## src/rtl/free_list.sv

```systemverilog
// Physical-register free list: circular FIFO of preg numbers, 4-wide pop (alloc) at head, 4-wide push (free) at tail.
// Optional FREE_LIST_DUPCHK_EN: track membership and drop duplicate frees, compacting accepted lanes.
module free_list #(
  parameter int NUM_PREGS = 64,
  parameter int NUM_ARCH  = 32,
  parameter int PREG_W    = 6,
  parameter int WIDTH     = 4
) (
  input  logic              i_clk,
  input  logic              i_rst,
  input  logic [2:0]        i_alloc_count,
  output logic              o_alloc_ok,
  output logic [PREG_W-1:0] o_alloc_p0,
  output logic [PREG_W-1:0] o_alloc_p1,
  output logic [PREG_W-1:0] o_alloc_p2,
  output logic [PREG_W-1:0] o_alloc_p3,
  input  logic [2:0]        i_free_count,
  input  logic [PREG_W-1:0] i_free_p0,
  input  logic [PREG_W-1:0] i_free_p1,
  input  logic [PREG_W-1:0] i_free_p2,
  input  logic [PREG_W-1:0] i_free_p3,
  output logic [PREG_W:0]   o_num_free,
  output logic              o_err
);

  logic [PREG_W-1:0] mem [NUM_PREGS];
  logic [PREG_W-1:0] head;
  logic [PREG_W-1:0] tail;
  logic [PREG_W:0]   num_free;
  logic              err;

  logic [PREG_W-1:0] alloc_p [WIDTH];
  logic [PREG_W-1:0] free_p  [WIDTH];
  logic [PREG_W-1:0] wr_addr [WIDTH];
  logic [PREG_W-1:0] wr_data [WIDTH];
  logic [WIDTH-1:0]  wr_en;
  logic [2:0]        granted;
  logic [2:0]        accepted;
  logic [PREG_W+1:0] occ_sum;
  logic              overflow;
  logic              drop_all;
  logic              dup_err;

  assign free_p[0] = i_free_p0;
  assign free_p[1] = i_free_p1;
  assign free_p[2] = i_free_p2;
  assign free_p[3] = i_free_p3;

  genvar gi;
  generate
    for (gi = 0; gi < WIDTH; gi++) begin : g_read
      assign alloc_p[gi] = mem[head + PREG_W'(gi)];
    end
  endgenerate

  assign o_alloc_p0 = alloc_p[0];
  assign o_alloc_p1 = alloc_p[1];
  assign o_alloc_p2 = alloc_p[2];
  assign o_alloc_p3 = alloc_p[3];
  assign o_num_free = num_free;
  assign o_err      = err;

  // Grant looks only at registered occupancy; same-cycle frees are never bypassed.
  assign o_alloc_ok = (i_alloc_count <= 3'd4) && ({{(PREG_W-2){1'b0}}, i_alloc_count} <= num_free);
  assign granted    = o_alloc_ok ? i_alloc_count : 3'd0;
  assign occ_sum    = {1'b0, num_free} - (PREG_W+2)'(granted) + (PREG_W+2)'(i_free_count);
  assign overflow   = occ_sum > (PREG_W+2)'(NUM_PREGS);
  assign drop_all   = (i_free_count > 3'd4) || overflow;

`ifdef FREE_LIST_DUPCHK_EN
  logic [NUM_PREGS-1:0] in_list;
  logic [NUM_PREGS-1:0] in_list_next;

  always_comb begin
    logic valid;
    logic dup;
    wr_en        = '0;
    accepted     = '0;
    dup_err      = 1'b0;
    in_list_next = in_list;
    for (int k = 0; k < WIDTH; k++) begin
      wr_addr[k] = '0;
      wr_data[k] = free_p[k];
    end
    for (int k = 0; k < WIDTH; k++) begin
      if (3'(k) < granted) in_list_next[alloc_p[k]] = 1'b0;
    end
    // Duplicates are judged against the pre-edge membership and earlier lanes; survivors pack toward tail.
    for (int k = 0; k < WIDTH; k++) begin
      valid = 3'(k) < i_free_count;
      dup   = in_list[free_p[k]];
      for (int j = 0; j < k; j++) begin
        if ((3'(j) < i_free_count) && (free_p[j] == free_p[k])) dup = 1'b1;
      end
      if (valid && dup) dup_err = 1'b1;
      if (valid && !dup && !drop_all) begin
        wr_en[k]                  = 1'b1;
        wr_addr[k]                = tail + PREG_W'(accepted);
        accepted                  = accepted + 3'd1;
        in_list_next[free_p[k]]   = 1'b1;
      end
    end
  end

  always_ff @(posedge i_clk or posedge i_rst) begin
    if (i_rst) begin
      for (int i = 0; i < NUM_PREGS; i++) in_list[i] <= (i >= NUM_ARCH);
    end else begin
      in_list <= in_list_next;
    end
  end
`else
  always_comb begin
    wr_en    = '0;
    dup_err  = 1'b0;
    accepted = drop_all ? 3'd0 : i_free_count;
    for (int k = 0; k < WIDTH; k++) begin
      wr_addr[k] = tail + PREG_W'(k);
      wr_data[k] = free_p[k];
      if ((3'(k) < i_free_count) && !drop_all) wr_en[k] = 1'b1;
    end
  end
`endif

  always_ff @(posedge i_clk or posedge i_rst) begin
    if (i_rst) begin
      for (int i = 0; i < NUM_PREGS; i++)
        mem[i] <= (i < NUM_PREGS - NUM_ARCH) ? PREG_W'(NUM_ARCH + i) : '0;
      head     <= '0;
      tail     <= PREG_W'(NUM_PREGS - NUM_ARCH);
      num_free <= (PREG_W+1)'(NUM_PREGS - NUM_ARCH);
      err      <= 1'b0;
    end else begin
      for (int k = 0; k < WIDTH; k++) begin
        if (wr_en[k]) mem[wr_addr[k]] <= wr_data[k];
      end
      head     <= head + PREG_W'(granted);
      tail     <= tail + PREG_W'(accepted);
      num_free <= num_free - (PREG_W+1)'(granted) + (PREG_W+1)'(accepted);
      err      <= err | (i_alloc_count > 3'd4) | drop_all | dup_err;
    end
  end

endmodule

```

## config.mk

```make
export PLATFORM = sky130hd
export DESIGN_NAME = free_list
export DESIGN_NICKNAME = d
export VERILOG_FILES = /design/src/rtl/free_list.sv
export SDC_FILE = /design/constraint.sdc
export NUM_CORES = 2
export LEC_CHECK = 0
export BUFFER_PORTS_ARGS = -buffer_cell sky130_fd_sc_hd__buf_4
export CORE_ASPECT_RATIO = 2
export CORE_MARGIN = 2
export CORE_UTILIZATION = 66
export DETAILED_ROUTE_END_ITERATION = 10
export PLACE_DENSITY = 0.94
export SLEW_MARGIN = 20
export SYNTH_ARGS = -nofsm -noshare
export SYNTH_HDL_FRONTEND = slang
export SYNTH_SLANG_ARGS = --single-unit
export TNS_END_PERCENT = 1
```

## constraint.sdc

```tcl
create_clock -name i_clk -period 18.45 [get_ports i_clk]
set_input_delay 4.6125 -clock i_clk [delete_from_list [all_inputs] [get_ports i_clk]]
set_output_delay 4.6125 -clock i_clk [all_outputs]
set_load 0.005 [all_outputs]
```

==> impl_results.md, run 1 <==
* Resized Gates After CTS at 0
* DP Wirelength at 167400 um
* Syn Inst Count at 3963
* Total track usage at 90.32%
* Synth Flop Type: dfrtp_1
* Synth top cells by count: 486 x mux4_2, 396 x nor2_1, 290 x dfrtp_1, 286 x clkbuf_1, 246 x nand2_1
* Post-synthesis async set-or-reset flop share at 100.0%
* Initial core utilization at 66.60%
* Halt Reason: [ERROR GRT-0116] Global routing finished with congestion. Check the congestion regions in the DRC Viewer.
* Post-CTS Setup Bufs at 0
* CTS Buf Count at 42
* First-pass GRT wire length at 407000 um
* Number of flops mapped to enable cells by yosys at 0
* Clock H-tree levels at 2
* Gr ovfl total at 1506
* Largest net degree at the start of global routing at 139
* Seq/Total Area, Yosys at 25.76%
* Vias in the first global route at 50640
* Ports at 65
* Bufs on Longest Clock Path at 3
* Most area-consuming cells after synthesis: mux4_2 28%, dfrtp_1 18%, dfstp_2 7.5%, a221oi_1 4.8%, a22oi_1 4.5%
* IO Port Bufs at 64
* Yosys reg bits at 404
* Die H at 351.3 um
* Number of synthesis warnings at 0
* Most frequent cell after synthesis: mux4_2
* Status: aborted with a tool error
* Area leader, netlist: mux4_2
* Syn avg cell area at 10.04 um^2
* Clk sinks at 404
* Cell Area, Synth at 39790 um^2
* Gpl congestion at 1.317
* Cell variety after synth at 80
* Die X at 177.6 um
* Site row count at 127
* CTS root buf: clkbuf_16
* Hold_buf cts at 0
* Top-area cell type share of the netlist area at 27.51%
* Exit stage: global routing (5_1_grt)
* Syn nets at 4034
==> routing by layer <==
layer  GRT overflow  track usage (%)
met1             48            87.70
met2            802            102.0
met3             70            79.52
met4            574            95.40
met5             12            56.65
==> stage by stage <==
| step | std cells | setup WS, ns | hold slack [ns] | cell area (um^2) | util (%) |
|---|---|---|---|---|---|
| 4_1_cts | 4540 | 7.848 | 0.4969 | 42150 | 70.55 |
| 3_3_place_gp | 4462 | 7.578 | 0.4627 | 40660 | 68.05 |
| 2_1_floorplan | 3963 | 2.788 | 0.4641 | 39790 | - |
| 3_5_place_dp | 4462 | 7.348 | 0.4784 | 40680 | 68.08 |
==> kinds of logic after synthesis <==
logic type / Yosys count / share of synthesized area, %
compound gates: 1417 / 25.78
simple gates: 990 / 11.55
mux: 565 / 29.49
buf+inv: 508 / 5.160
flops: 404 / 25.76
xor+xnor: 40 / 0.8804
fa+ha+maj: 39 / 1.377
==> inputs of run 2 (changes only) <==
--- a/config.mk
+++ b/config.mk
@@ -6,11 +6,10 @@
 export NUM_CORES = 2
 export LEC_CHECK = 0
 export BUFFER_PORTS_ARGS = -buffer_cell sky130_fd_sc_hd__buf_4
-export CORE_ASPECT_RATIO = 2
 export CORE_MARGIN = 2
-export CORE_UTILIZATION = 66
+export CORE_UTILIZATION = 40
 export DETAILED_ROUTE_END_ITERATION = 10
-export PLACE_DENSITY = 0.94
+export PLACE_DENSITY_LB_ADDON = 0.15
 export SLEW_MARGIN = 20
 export SYNTH_ARGS = -nofsm -noshare
 export SYNTH_HDL_FRONTEND = slang
==> impl_results.md, run 2 <==
* Status: finished, violations left
* Failing checks: DRC
* Top-area cell type share of the netlist area at 27.51%
* Area Growth Syn to Fin at 8.848%
* Residual DRC count at 27
* Mux share of post-synthesis cell area at 29.49%
* Total track usage at 44.85%
* Cell Area, Synth at 39790 um^2
* Pwr dens at 237.6 nW/um^2
* Most area-consuming cells after synthesis: mux4_2 28%, dfrtp_1 18%, dfstp_2 7.5%, a221oi_1 4.8%, a22oi_1 4.5%
* Synth top cells by count: 486 x mux4_2, 396 x nor2_1, 290 x dfrtp_1, 286 x clkbuf_1, 246 x nand2_1
* Die X at 319.4 um
* Synth Flop Type: dfrtp_1
* Bufs on Longest Clock Path at 3
* Max-cap check violation count at 0
* Via count at 42940
* Worst vdd ir at 0.2652 mV
* Initial core utilization at 40.37%
* Complex-gate fraction of the synthesized area at 25.78%
* Startpoint Class: flip-flop
* Sw Pwr at 5.723 mW
* Final hold violations at 0
* Cell variety after synth at 80
* Clock H-tree levels at 2
* Die area at 102000 um^2
* Final setup margin at 7.589 ns
* Setup TNS at 0 ns
* Resized Gates After CTS at 0
* WHS at 0.4715 ns
* Most frequent cells in the layout: 486 x mux4_2, 378 x nor2_1, 286 x dfrtp_1
* Routed Antenna Nets at 0
* Synth Area in Simple Gates at 11.55%
* Slew Limit Fails at 0
* Critical Path RT at 13.84 ns
* Number of synthesis warnings at 0
* Initial antenna violation count at 13
* Leak at 14.70 nW
* Fraction of the mapped netlist area in adder cells at 1.377%
* Largest net degree at the start of global routing at 155
* Worst-Skew Late Latency at 0.70 ns
* Share of cells above drive strength 1 at 25.69%
* Vias per Instance at 8.423
* Number of flops mapped to enable cells by yosys at 0
* Area leader, netlist: mux4_2
* Internal power at 4.567 mW
* Placed cell count at 4976
* Post-synthesis async set-or-reset flop share at 100.0%
* Reg clk slew, reported paths at 0.07 ns
* Switching part of the total at 55.62%
* Relative slew margins at 12.20%
* Gpl congestion at 1.067
* Endpoints failing setup at 0
* CTS Buf Count at 55
* Syn nets at 4034
* Sequential Power Share at 18.9%
* Ports at 65
* Largest Register: mem
* IO Port Bufs at 64
* Non-filler cells, final at 5098
* Seq/Total Area, Yosys at 25.76%
* Gate power share at 69.6%
* Gr ovfl total at 0
* Crit-path max FO at 134
* DRT Pass-1 Iters at 11
* Post-CTS Setup Bufs at 0
* Clock network power share at 11.5%
* DP Wirelength at 161900 um
* Syn Inst Count at 3963
* Tcrit/Tclk final at 58.86%
* Syn avg cell area at 10.04 um^2
* First-pass GRT wire length at 324400 um
* WL/cell at 45.80 um
* RSZ-0062 raised after global routing: false
* NumNets Final at 3819
* Hold Path Class: reg2reg
* Achievable Freq at 92.08 MHz
* Initial DRC Count at 8455
* Dpl ws at 7.428 ns
* Most frequent cell after synthesis: mux4_2
* Site row count at 115
* Max FFs per register at 384
* Die H at 319.4 um
* CTS root buf: clkbuf_16
* Commonest non-fill, non-tap cell in the layout: mux4_2
* Clk sinks at 404
* Post-Route WL at 233500 um
* Post-Synth XOR/XNOR Area at 0.8804%
* Core footprint at 98560 um^2
* CTS tree: done
* Worst Path Arrival at 6.25 ns
* Setup Crit Path Kind: reg2out
* Worst Max-Slew Pin Slew at 1.312 ns
* Largest family of logic cells by synthesized area: multiplexers
* Yosys reg bits at 404
* Vias in the first global route at 40130
* Skew final at 0.03663 ns
* Final min period at 10.86 ns
* Hold_buf cts at 0
* CP endpoint kind: output port
[run 2: cell counts after synthesis]
Identical to the previous run, type by type.
[run 2: final cells by class]
class | instances | area (um^2)
antenna | 16 | 40.04
clock buffer | 80 | 1622
clock inverter | 24 | 289.0
fill | 9470 | 55250
inverter | 45 | 176.4
multi-input combinational | 3051 | 27790
sequential | 404 | 10260
tap | 1287 | 1610
timing repair buffer | 191 | 1524
[run 2: cell families (layout without fill, tap and decap cells)]
| family | after synthesis | after routing |
|---|---|---|
| DFF | 404 | 404 |
| xor gates and xnor gates | 40 | 40 |
| other | 0 | 16 |
| and+or+nand+nor | 990 | 990 |
| buffers and inverters | 508 | 340 |
| AOI/OAI and AO/OA | 1417 | 1417 |
| muxes | 565 | 565 |
| adders and majority gates | 39 | 39 |
[run 2: through the flow]
step	area, um^2	total power, mW	util (%)
floorplan	39790	5.966	-
global placement	41290	8.587	41.89
detailed placement	41300	8.626	41.90
CTS	43210	9.813	43.84
global route	43280	10.40	43.91
finish	43320	10.29	43.95
[run 2: path summary, 6_finish.rpt]
| kind | slack [ns] | from | end | depth (start not counted) |
|---|---|---|---|---|
| setup / recovery | 7.59 | head[0] | o_alloc_p3[0] | 9 |
| min in group asynchronous | 3.97 | i_rst | mem[168] | 2 |
| setup reg to reg | 11.27 | o_num_free[1] | mem[278] | 21 |
| hold reg to reg | 0.47 | head[5] | head[5] | 1 |
| max in group asynchronous | 12.22 | i_rst | mem[304] | 4 |
| hold / removal | 0.47 | head[5] | head[5] | 1 |
[run 2: metal layers]
metal	track usage, %	share of wire (%)
met3	22.54	18
met1	56.29	35
met5	0.1891	0.047
met2	59.32	39
met4	31.19	8.5
[run 2: power by group through the flow]
stage | logic [mW] | clock network [mW] | registers (mW)
after floorplan | 4.43 | 0 | 1.53
after global placement | 6.71 | 0 | 1.88
after CTS | 6.76 | 1.18 | 1.87
after global routing | 7.25 | 1.21 | 1.94
final | 7.16 | 1.19 | 1.94
after detailed placement | 6.74 | 0 | 1.88
[run 2: critical path, cell delays in order, from the launching register on]
cell and delay [ns]:
dfrtp_4 0.56, buf_4 0.62, buf_4 0.66, buf_12 0.75
buf_4 0.50, buf_16 0.31, mux4_2 0.56, mux4_2 0.66
mux4_2 0.56, buf_4 0.16
(Power assumes the default switching activity.)
